--- config.mk ---
export PLATFORM = sky130hd
export DESIGN_NAME = route_lookup
export DESIGN_NICKNAME = d
export VERILOG_FILES = /design/src/rtl/route_lookup.sv
export SDC_FILE = /design/constraint.sdc
export NUM_CORES = 1
export LEC_CHECK = 0
export BUFFER_PORTS_ARGS = -buffer_cell sky130_fd_sc_hd__buf_2
export CAP_MARGIN = 10
export CORE_UTILIZATION = 60
export DETAILED_ROUTE_END_ITERATION = 10
export PLACE_DENSITY = 0.8
export SLEW_MARGIN = 20
export SYNTH_ARGS = -nofsm -noshare
export SYNTH_HDL_FRONTEND = slang
export SYNTH_SLANG_ARGS = --single-unit
--- constraint.sdc ---
create_clock -name axis_clk -period 11.9 [get_ports axis_clk]
set_input_delay 1.785 -clock axis_clk [delete_from_list [all_inputs] [get_ports axis_clk]]
set_output_delay 1.785 -clock axis_clk [all_outputs]
set_load 0.05 [all_outputs]
--- src/rtl/route_lookup.sv ---
// route_lookup
//   Longest-prefix-match router stage sitting behind the packet parser.
//   A parsed IPv4 destination is compared against a small software-written
//   route table, one entry per cycle. A hit forwards the payload stream on the
//   egress AXI-Stream with tdest set to the matched port and presents the
//   next-hop MAC. A miss drains and discards the payload. hdr_ready pulses
//   once the packet has been fully consumed.
//
// Ports
//   axis_clk, axis_reset      clock, synchronous active-high reset
//   cfg_*                     route table write port (one entry per strobe)
//   ip_dest_addr, hdr_valid   header from parser (hdr_valid is a 1-cycle pulse)
//   hdr_ready                 1-cycle pulse: packet finished
//   s_axis_*                  payload from parser
//   m_axis_*                  egress payload, m_axis_tdest = matched port
//   next_hop_mac              MAC of the matched route
//   fwd_count, drop_count     wrapping 32-bit packet counters
module route_lookup #(
    parameter int NUM_ROUTES = 8,
    parameter int PORT_WIDTH = 2,
    parameter int IDX_WIDTH  = $clog2(NUM_ROUTES)
) (
    input  logic                  axis_clk,
    input  logic                  axis_reset,
    input  logic                  cfg_wr_en,
    input  logic [IDX_WIDTH-1:0]  cfg_wr_idx,
    input  logic                  cfg_entry_valid,
    input  logic [31:0]           cfg_ip,
    input  logic [31:0]           cfg_mask,
    input  logic [PORT_WIDTH-1:0] cfg_port,
    input  logic [47:0]           cfg_mac,
    input  logic [31:0]           ip_dest_addr,
    input  logic                  hdr_valid,
    output logic                  hdr_ready,
    input  logic [31:0]           s_axis_tdata,
    input  logic [3:0]            s_axis_tkeep,
    input  logic                  s_axis_tvalid,
    input  logic                  s_axis_tlast,
    output logic                  s_axis_tready,
    output logic [31:0]           m_axis_tdata,
    output logic [3:0]            m_axis_tkeep,
    output logic                  m_axis_tvalid,
    output logic                  m_axis_tlast,
    output logic [PORT_WIDTH-1:0] m_axis_tdest,
    input  logic                  m_axis_tready,
    output logic [47:0]           next_hop_mac,
    output logic [31:0]           fwd_count,
    output logic [31:0]           drop_count
);

    typedef enum logic [2:0] {
        S_IDLE,
        S_LOOKUP,
        S_FORWARD,
        S_DROP,
        S_DONE
    } state_t;

    state_t r_state;
    state_t w_state_nxt;

    // Route table: only the valid bits are reset, the payload fields are
    // meaningless while their valid bit is clear.
    logic [NUM_ROUTES-1:0] r_tbl_valid;
    logic [31:0]           r_tbl_ip   [NUM_ROUTES];
    logic [31:0]           r_tbl_mask [NUM_ROUTES];
    logic [PORT_WIDTH-1:0] r_tbl_port [NUM_ROUTES];
    logic [47:0]           r_tbl_mac  [NUM_ROUTES];

    // Lookup working registers, (re)initialised on every accepted header.
    logic [31:0]           r_ip;
    logic [IDX_WIDTH-1:0]  r_idx;
    logic                  r_best_vld;
    logic [31:0]           r_best_mask;
    logic [PORT_WIDTH-1:0] r_best_port;
    logic [47:0]           r_best_mac;

    logic [PORT_WIDTH-1:0] r_tdest;
    logic [47:0]           r_mac;
    logic [31:0]           r_fwd_count;
    logic [31:0]           r_drop_count;

    logic                  w_cfg_idx_ok;
    logic                  w_ent_valid;
    logic [31:0]           w_ent_ip;
    logic [31:0]           w_ent_mask;
    logic                  w_ent_hit;
    logic                  w_take;
    logic                  w_last;
    logic                  w_fin_vld;
    logic [PORT_WIDTH-1:0] w_fin_port;
    logic [47:0]           w_fin_mac;
    logic                  w_s_tready;
    logic                  w_m_tvalid;
    logic                  w_fwd_done;
    logic                  w_drop_done;

    // Indices beyond the table (non power-of-two sizes) are ignored.
    assign w_cfg_idx_ok = (int'(cfg_wr_idx) < NUM_ROUTES);

    // Entry under scan this cycle; writes landing earlier are already visible.
    assign w_ent_valid = r_tbl_valid[r_idx];
    assign w_ent_ip    = r_tbl_ip[r_idx];
    assign w_ent_mask  = r_tbl_mask[r_idx];
    assign w_ent_hit   = w_ent_valid && ((r_ip & w_ent_mask) == (w_ent_ip & w_ent_mask));
    // Strictly greater: on equal masks the lower index already held wins.
    assign w_take      = w_ent_hit && (!r_best_vld || (w_ent_mask > r_best_mask));
    assign w_last      = (r_idx == IDX_WIDTH'(NUM_ROUTES - 1));

    // Final decision must include the entry scanned in the last cycle.
    assign w_fin_vld   = r_best_vld || w_take;
    assign w_fin_port  = w_take ? r_tbl_port[r_idx] : r_best_port;
    assign w_fin_mac   = w_take ? r_tbl_mac[r_idx]  : r_best_mac;

    assign w_fwd_done  = (r_state == S_FORWARD) && s_axis_tvalid && m_axis_tready && s_axis_tlast;
    assign w_drop_done = (r_state == S_DROP) && s_axis_tvalid && s_axis_tlast;

    always_ff @(posedge axis_clk) begin
        if (axis_reset) begin
            r_tbl_valid <= '0;
        end else if (cfg_wr_en && w_cfg_idx_ok) begin
            r_tbl_valid[cfg_wr_idx] <= cfg_entry_valid;
        end
    end

    always_ff @(posedge axis_clk) begin
        if (cfg_wr_en && w_cfg_idx_ok) begin
            r_tbl_ip[cfg_wr_idx]   <= cfg_ip;
            r_tbl_mask[cfg_wr_idx] <= cfg_mask;
            r_tbl_port[cfg_wr_idx] <= cfg_port;
            r_tbl_mac[cfg_wr_idx]  <= cfg_mac;
        end
    end

    always_ff @(posedge axis_clk) begin
        if (r_state == S_IDLE && hdr_valid) begin
            r_ip       <= ip_dest_addr;
            r_idx      <= '0;
            r_best_vld <= 1'b0;
        end else if (r_state == S_LOOKUP) begin
            r_idx <= r_idx + 1'b1;
            if (w_take) begin
                r_best_vld  <= 1'b1;
                r_best_mask <= w_ent_mask;
                r_best_port <= r_tbl_port[r_idx];
                r_best_mac  <= r_tbl_mac[r_idx];
            end
        end
    end

    always_ff @(posedge axis_clk) begin
        if (axis_reset) begin
            r_state      <= S_IDLE;
            r_tdest      <= '0;
            r_mac        <= '0;
            r_fwd_count  <= '0;
            r_drop_count <= '0;
        end else begin
            r_state <= w_state_nxt;
            if (r_state == S_LOOKUP && w_last && w_fin_vld) begin
                r_tdest <= w_fin_port;
                r_mac   <= w_fin_mac;
            end
            if (w_fwd_done) begin
                r_fwd_count <= r_fwd_count + 32'd1;
            end
            if (w_drop_done) begin
                r_drop_count <= r_drop_count + 32'd1;
            end
        end
    end

    always_comb begin
        w_state_nxt = r_state;
        w_s_tready  = 1'b0;
        w_m_tvalid  = 1'b0;
        case (r_state)
            S_IDLE: begin
                if (hdr_valid) begin
                    w_state_nxt = S_LOOKUP;
                end
            end
            S_LOOKUP: begin
                if (w_last) begin
                    w_state_nxt = w_fin_vld ? S_FORWARD : S_DROP;
                end
            end
            S_FORWARD: begin
                w_s_tready = m_axis_tready;
                w_m_tvalid = s_axis_tvalid;
                if (w_fwd_done) begin
                    w_state_nxt = S_DONE;
                end
            end
            S_DROP: begin
                w_s_tready = 1'b1;
                if (w_drop_done) begin
                    w_state_nxt = S_DONE;
                end
            end
            S_DONE: begin
                w_state_nxt = S_IDLE;
            end
            default: begin
                w_state_nxt = S_IDLE;
            end
        endcase
    end

    // Payload fields pass straight through; only tvalid is gated by state.
    assign m_axis_tdata  = s_axis_tdata;
    assign m_axis_tkeep  = s_axis_tkeep;
    assign m_axis_tlast  = s_axis_tlast;
    assign m_axis_tvalid = w_m_tvalid;
    assign s_axis_tready = w_s_tready;
    assign m_axis_tdest  = r_tdest;
    assign next_hop_mac  = r_mac;
    assign hdr_ready     = (r_state == S_DONE);
    assign fwd_count     = r_fwd_count;
    assign drop_count    = r_drop_count;

endmodule

# Word level (Yosys, flattened, before mapping)
# Memories as Yosys holds them, arrays and structs flattened. A register that Yosys moved wholly into a read port is not among the register bits.
# Cells that the tools add are included.
[classes]
n_addsub = 3
magnitude_cmp = 4
eq_ne = 10
n_mux = 25
bitwise_logic = 3
reduce_logical = 19
[op_table]
columns = ["op", "count"]
rows = [
  ["adder 32 x 1 -> 32 bit, second input constant", 2],
  ["AND 32 bit", 2],
  ["2-to-1 mux 48 bit", 1],
  ["2-to-1 mux 3 bit", 12],
  ["== test 32 bit", 1],
  ["greater-than comparator 32 bit", 1],
  ["one-hot mux 3 bit (4 select lines)", 1],
  ["logical AND 1 bit", 11],
  ["bitwise mux 8 bit", 1],
  ["< comparator 3 x 4 -> 1 bit, second input constant", 2],
  ["!= test 2 bit, second input constant", 4],
  ["== test 3 x 2 -> 1 bit, second input constant", 2],
  ["== test 3 bit, second input constant", 2],
  ["2-to-1 mux 1 bit", 6],
  ["AND reduction 2 bit", 2],
  ["AND reduction 4 bit", 1],
  ["adder 3 x 1 -> 3 bit, second input constant", 1],
  ["binary-select mux 1 bit (select 3 bit)", 1],
  ["demux 1 bit (select 3 bit)", 1],
  ["== test 3 x 1 -> 1 bit, second input constant", 1],
  ["greater-or-equal comparator 3 x 1 -> 1 bit, second input constant", 1],
  ["zero test 3 bit", 1],
  ["AND reduction 3 bit", 1],
  ["logical OR 1 bit", 2],
  ["other kinds (4)", 4],
]
[totals]
ff_bits = 243
ramBits = 912
inputBits = 193
word_cells = 80
mem_count = 4
[memory_table]
columns = ["memory", "depth", "width", "rd", "rd_clocked_by_memory_dff", "write_ports", "line", "rtl"]
rows = [
  ["r_tbl_mac", 8, 48, 1, 1, 1, "68", "logic [47:0] r_tbl_mac [NUM_ROUTES];"],
  ["r_tbl_ip", 8, 32, 1, 1, 1, "65", "logic [31:0] r_tbl_ip [NUM_ROUTES];"],
  ["r_tbl_mask", 8, 32, 1, 1, 1, "66", "logic [31:0] r_tbl_mask [NUM_ROUTES];"],
  ["r_tbl_port", 8, 2, 1, 1, 1, "67", "logic [PORT_WIDTH-1:0] r_tbl_port [NUM_ROUTES];"],
]

# Depth between registers and ports, before layout
[logic_depth]
depth_word = 8
depth_mapped = 20

# Worst setup path before layout
# Ideal clock, no wire load.
[synth_timing]
path_type = "input -> register"
start = "input port cfg_wr_idx[0]"
end = "register r_tbl_valid[0]"
t_arrival_ns = 10.477
setup_slack_ns = 1.296
cell_stages = 4
n_path_buf = 0
path_cell_list = "nand2b_1 nor3_1 mux2i_1 nor2_1"
[synth_via]
elab_chain_cells = 5
elab_cells_between_ends = 6
classes_between = "2 x order compare; 3 x mux; 1 x reduce/logical"
[synth_lines]
columns = ["element", "line", "rtl"]
rows = [
  ["start, declared", "26", "input logic [IDX_WIDTH-1:0] cfg_wr_idx,"],
  ["< comparator 3 x 4 -> 1 bit (not written as such) / greater-or-equal comparator 3 x 1 -> 1 bit (equally long branches)", "122", "r_tbl_valid[cfg_wr_idx] <= cfg_entry_valid;"],
  ["logical AND 1 bit (not written as such)", "122", ""],
  ["2-to-1 mux 1 bit (not written as such)", "122", ""],
  ["demux 1 bit (select 3 bit) *", "122", ""],
  ["bitwise mux 8 bit *", "122", ""],
  ["end signal, assigned by index", "122", ""],
  ["end, declared", "64", "logic [NUM_ROUTES-1:0] r_tbl_valid;"],
]
# Mark *: on every way between the ends. The rest lies on a longest branch, timed or not.
# A chain may end at the register's enable or synchronous reset.

==> impl_summary.log <==
INFO  metric cts_max_level = 3
INFO  metric maximum_number_of_pins_on_one_net_before_global_route_repair = ~160
INFO  metric synth_ff_type = sky130_fd_sc_hd__edfxtp_1
INFO  metric asyncSetResetFlopFracSynth = 0%
INFO  metric timing.critical_path.buf_inv = 3
INFO  metric slew_violations = 0
INFO  metric detail_route.vias_per_cell = about 6.1
INFO  metric synth.net_count = between 2000 and 3000
INFO  metric period_minus_slack = about 6.4 ns
INFO  metric initialDrtViolationCount = 2311
INFO  metric whs_endpoint = next_hop_mac[42]$_SDFFE_PP0P_
INFO  metric core_region_area = around 75000 um^2
INFO  metric cts.reportedPaths.clkPinSlew = about 0.070 ns
INFO  metric max_clock_freq = 157.1 MHz
INFO  metric end_kind = flop
INFO  metric clk_latency = about 0.67 ns
INFO  metric worstHoldPathCells = 1
INFO  metric area_added_between_synthesis_and_finish = 12.49%
INFO  metric maxCapViolations = 0
INFO  metric p_leak = between 15 and 20 nW
INFO  metric run_status = completed
INFO  metric placement_rows = 100
INFO  metric gp_routability_congestion = 0.8322
INFO  metric seq_area_frac_synth = between 70 and 80%
INFO  metric max-vdd-ir-drop = approximately 170 uV
INFO  metric post_cts_resized = 0
INFO  metric post_cts_buffers = 0
INFO  metric port_buffers = approximately 270
INFO  metric skew = 0.01875 ns
INFO  metric total_number_of_yosys_warnings = 0
INFO  metric slew_headroom = ~25%
INFO  metric number_of_global_route_vias_before_repair = between 20000 and 25000
INFO  metric power.density = ~180 nW/um^2
INFO  metric crit_path_frequent_cell = sky130_fd_sc_hd__buf_4
INFO  metric initial_utilization = 60.71%
INFO  metric critical_path.slowest_cell = sky130_fd_sc_hd__buf_4
INFO  metric synthTopCellsByArea = sky130_fd_sc_hd__edfxtp_1 68%, sky130_fd_sc_hd__mux4_2 11%, sky130_fd_sc_hd__dfxtp_1 5.8%
INFO  metric wl_per_cell = roughly 26 um
INFO  metric critPathRequiredTime = ~12 ns
INFO  metric synth_enable_flop_cells = ~1000
INFO  metric cts_made_buffers = 110
INFO  metric reg2reg_setup_slack = between 5 and 6 ns
INFO  metric synth_adder_area_share = 0.9950%
INFO  metric synth-compound-area-share = approximately 2.7%
INFO  metric setup-violations-final = 0
INFO  metric synth.area.mux_share = 13.52%
INFO  metric cpPeakStageDelay = ~0.90 ns
INFO  metric grt_setup_unrepaired = false
INFO  metric syn-mean-instance-area = about 19 um^2
INFO  metric post_synth_instance_area = between 40000 and 50000 um^2
INFO  metric finalHoldViolations = 0
INFO  metric clk_root_buffer_cell = sky130_fd_sc_hd__clkbuf_16
INFO  metric via_count = 23310
INFO  metric path_class_of_the_lowest_slack_min_delay_path = reg2reg
INFO  metric synthDominantAreaCellType = sky130_fd_sc_hd__edfxtp_1
INFO  metric final_layout_size_suffix_gt1_share = a little over a quarter
INFO  metric netlist_instances = between 2000 and 2500
INFO  metric synth_top_cell_area_share = between 60% and 70%
INFO  metric drt_wl_total = 97170 um
INFO  metric worst_setup_start_kind = flop
INFO  metric postRouteAntennaNets = 0
INFO  metric synth_top_family_by_area = multiplexers
INFO  metric crit_type = reg2reg
INFO  metric cell_chain_of_the_critical_path = buf_4 -> buf_4 -> mux4_2 -> nand2_1 -> nand2_1 -> ha_1 -> a2111oi_0 -> o221ai_1 -> a31oi_1 -> o21ai_0 -> a2bb2oi_1 -> o2111ai_4 -> buf_4 -> mux2_4 -> a22o_1
INFO  metric timing.critical_path.arrival = about 7 ns
INFO  metric num_io_pins = 347
INFO  metric hpwl_after_dpl = between 50000 and 60000 um
INFO  metric finalPower = approximately 9.3 mW
INFO  metric tightestPinTransition = between 1 and 1.5 ns
INFO  metric cts-root-to-sink-buffers = 3
INFO  metric drt_drc_violations_left = 0
INFO  metric post_synth_num_cell_types = 58
INFO  metric grt.overflow.total = 0
INFO  metric ys_ff_latch = ~1200
INFO  metric floorplan.die.width = approximately 280 um
INFO  metric cts.sinks = around 1200
INFO  metric hold_path.startpoint = next_hop_mac[42]$_SDFFE_PP0P_
INFO  metric crit-reg2reg-capture = next_hop_mac[6]$_SDFFE_PP0P_
INFO  metric grt_use_total = 25.66%
INFO  metric fp.dieH = around 280 um
INFO  metric path_delay_family = buffers and inverters
INFO  metric finalSetupTns = 0 ns
INFO  metric fin_crit_sh = 53.48%
INFO  metric hold_buffers = 0
INFO  metric antenna_found_initial = 18
INFO  metric die_area = roughly 77000 um^2
INFO  metric drtPass1Iterations = 6
INFO  metric grt_first_pass_wirelength = between 100000 and 150000 um
INFO  metric cts_tree = built
INFO  metric area_share_of_xor_xnor_cells_in_the_synthesized_design = under 10%
INFO  metric r2r.worst_path.cells = 15
INFO  metric critPathMaxFanout = 50
INFO  metric fin_nets = approximately 3000
INFO  metric synth_simple_gate_area_share = under 10%
## power breakdown
group          switching, mW  internal (mW)  total [mW]
Clock                   1.48           1.90        3.38
Combinational          0.688          0.608        1.30
Sequential            0.0811           4.58        4.66
## flip-flops by register name, indices dropped and copies added, names as in the netlist, named ones only
signal / cells
drop_count: 32
fwd_count: 32
m_axis_tdest: 2
next_hop_mac: 48
r_best_mac: 48
r_best_mask: 32
r_best_port: 2
r_best_vld: 1
r_idx: 3
r_ip: 32
r_state: 3
r_tbl_ip: 256
r_tbl_mac: 384
r_tbl_mask: 256
r_tbl_port: 16
r_tbl_valid: 8
## per-stage QoR
stage | hold slack, ns | utilization [%] | cell area [um^2] | worst slack (ns) | cells
after floorplan | 0.4506 | - | 45270 | 1.296 | 2444
after global routing | 0.4829 | 68.28 | 50910 | 4.968 | 3793
after detailed placement | 0.4556 | 63.51 | 47360 | 5.490 | 3579
after CTS | 0.4711 | 68.21 | 50860 | 5.416 | 3786
final | 0.4680 | 68.29 | 50920 | 5.536 | 3797
after global placement | 0.4510 | 63.49 | 47340 | 5.605 | 3578
## logic make-up after synthesis
group	after synthesis
multiplexers	310
adder cells (fa/ha/maj)	36
AO/OA/AOI/OAI	172
flip-flops	1158
XOR/XNOR	88
AND/OR/NAND/NOR	494
buffers and inverters	186
## worst reg2reg max path: cells and delay by family, from the launching register on
kind	cells	cell delay, ns
AO/OA/AOI/OAI	7	1.52
adder cells (fa/ha/maj)	1	0.20
buffers and inverters	3	2.44
flip-flops	1	0.82
multiplexers	2	1.03
AND/OR/NAND/NOR	2	0.24
## placed cells by master, fill, tap and decap left out, types with 9 or more instances in the layout
master                      count
sky130_fd_sc_hd__mux2i_1       38
sky130_fd_sc_hd__mux4_2       221
sky130_fd_sc_hd__ha_1          36
sky130_fd_sc_hd__inv_1         46
sky130_fd_sc_hd__buf_2        274
sky130_fd_sc_hd__a22oi_1       11
sky130_fd_sc_hd__a21oi_1       35
sky130_fd_sc_hd__buf_4         26
sky130_fd_sc_hd__xor2_1        39
sky130_fd_sc_hd__nand2b_1      10
sky130_fd_sc_hd__nor2_1        69
sky130_fd_sc_hd__edfxtp_1    1026
sky130_fd_sc_hd__clkinv_1      26
sky130_fd_sc_hd__clkbuf_16    111
sky130_fd_sc_hd__nand2_1      290
sky130_fd_sc_hd__diode_2       10
sky130_fd_sc_hd__dfxtp_1      129
sky130_fd_sc_hd__clkbuf_1      24
sky130_fd_sc_hd__clkinv_2      23
sky130_fd_sc_hd__o22ai_1        9
sky130_fd_sc_hd__nand3_1       25
sky130_fd_sc_hd__o21ai_0       29
sky130_fd_sc_hd__mux2_4        50
sky130_fd_sc_hd__and3_1        14
sky130_fd_sc_hd__or3_1         17
sky130_fd_sc_hd__a22o_1        51
sky130_fd_sc_hd__xnor2_1       49
sky130_fd_sc_hd__nand4_1       25
## Yosys cell counts (all sizes together), types with 38 or more instances
cell type / n
buf: 96
mux2: 51
inv: 47
mux2i: 38
dfxtp: 132
clkbuf: 43
nand2: 290
nor2: 76
a22o: 51
mux4: 221
xor2: 39
xnor2: 49
edfxtp: 1026
## area by class of cell
| class | instances | area [um^2] |
|---|---|---|
| Sequential cell | 1158 | 33460 |
| Antenna cell | 10 | 25.02 |
| Tap cell | 969 | 1212 |
| Fill cell | 4674 | 23650 |
| Inverter | 47 | 177.7 |
| Clock inverter | 67 | 563.0 |
| Multi-Input combinational cell | 1100 | 10850 |
| Timing Repair Buffer | 306 | 1694 |
| Clock buffer | 140 | 2937 |
## how the worst max path moves through the flow
stage	start	end	cells past startpoint
after floorplan	cfg_wr_idx[0]	r_tbl_valid[0]$_SDFFE_PP0P_	4
after global placement	flop	next_hop_mac[44]$_SDFFE_PP0P_	15
after detailed placement	flop	next_hop_mac[7]$_SDFFE_PP0P_	15
after CTS	flop	next_hop_mac[28]$_SDFFE_PP0P_	15
after global routing	flop	next_hop_mac[28]$_SDFFE_PP0P_	15
final	flop	next_hop_mac[6]$_SDFFE_PP0P_	15
## layer usage
layer / part of all wire [%] / track usage, %
met2: 51 / 43.87
met5: 0.099 / 0
met1: 39 / 33.62
met4: 3.2 / 8.875
met3: 6.4 / 4.320
Power figures use the tool's default switching activity.
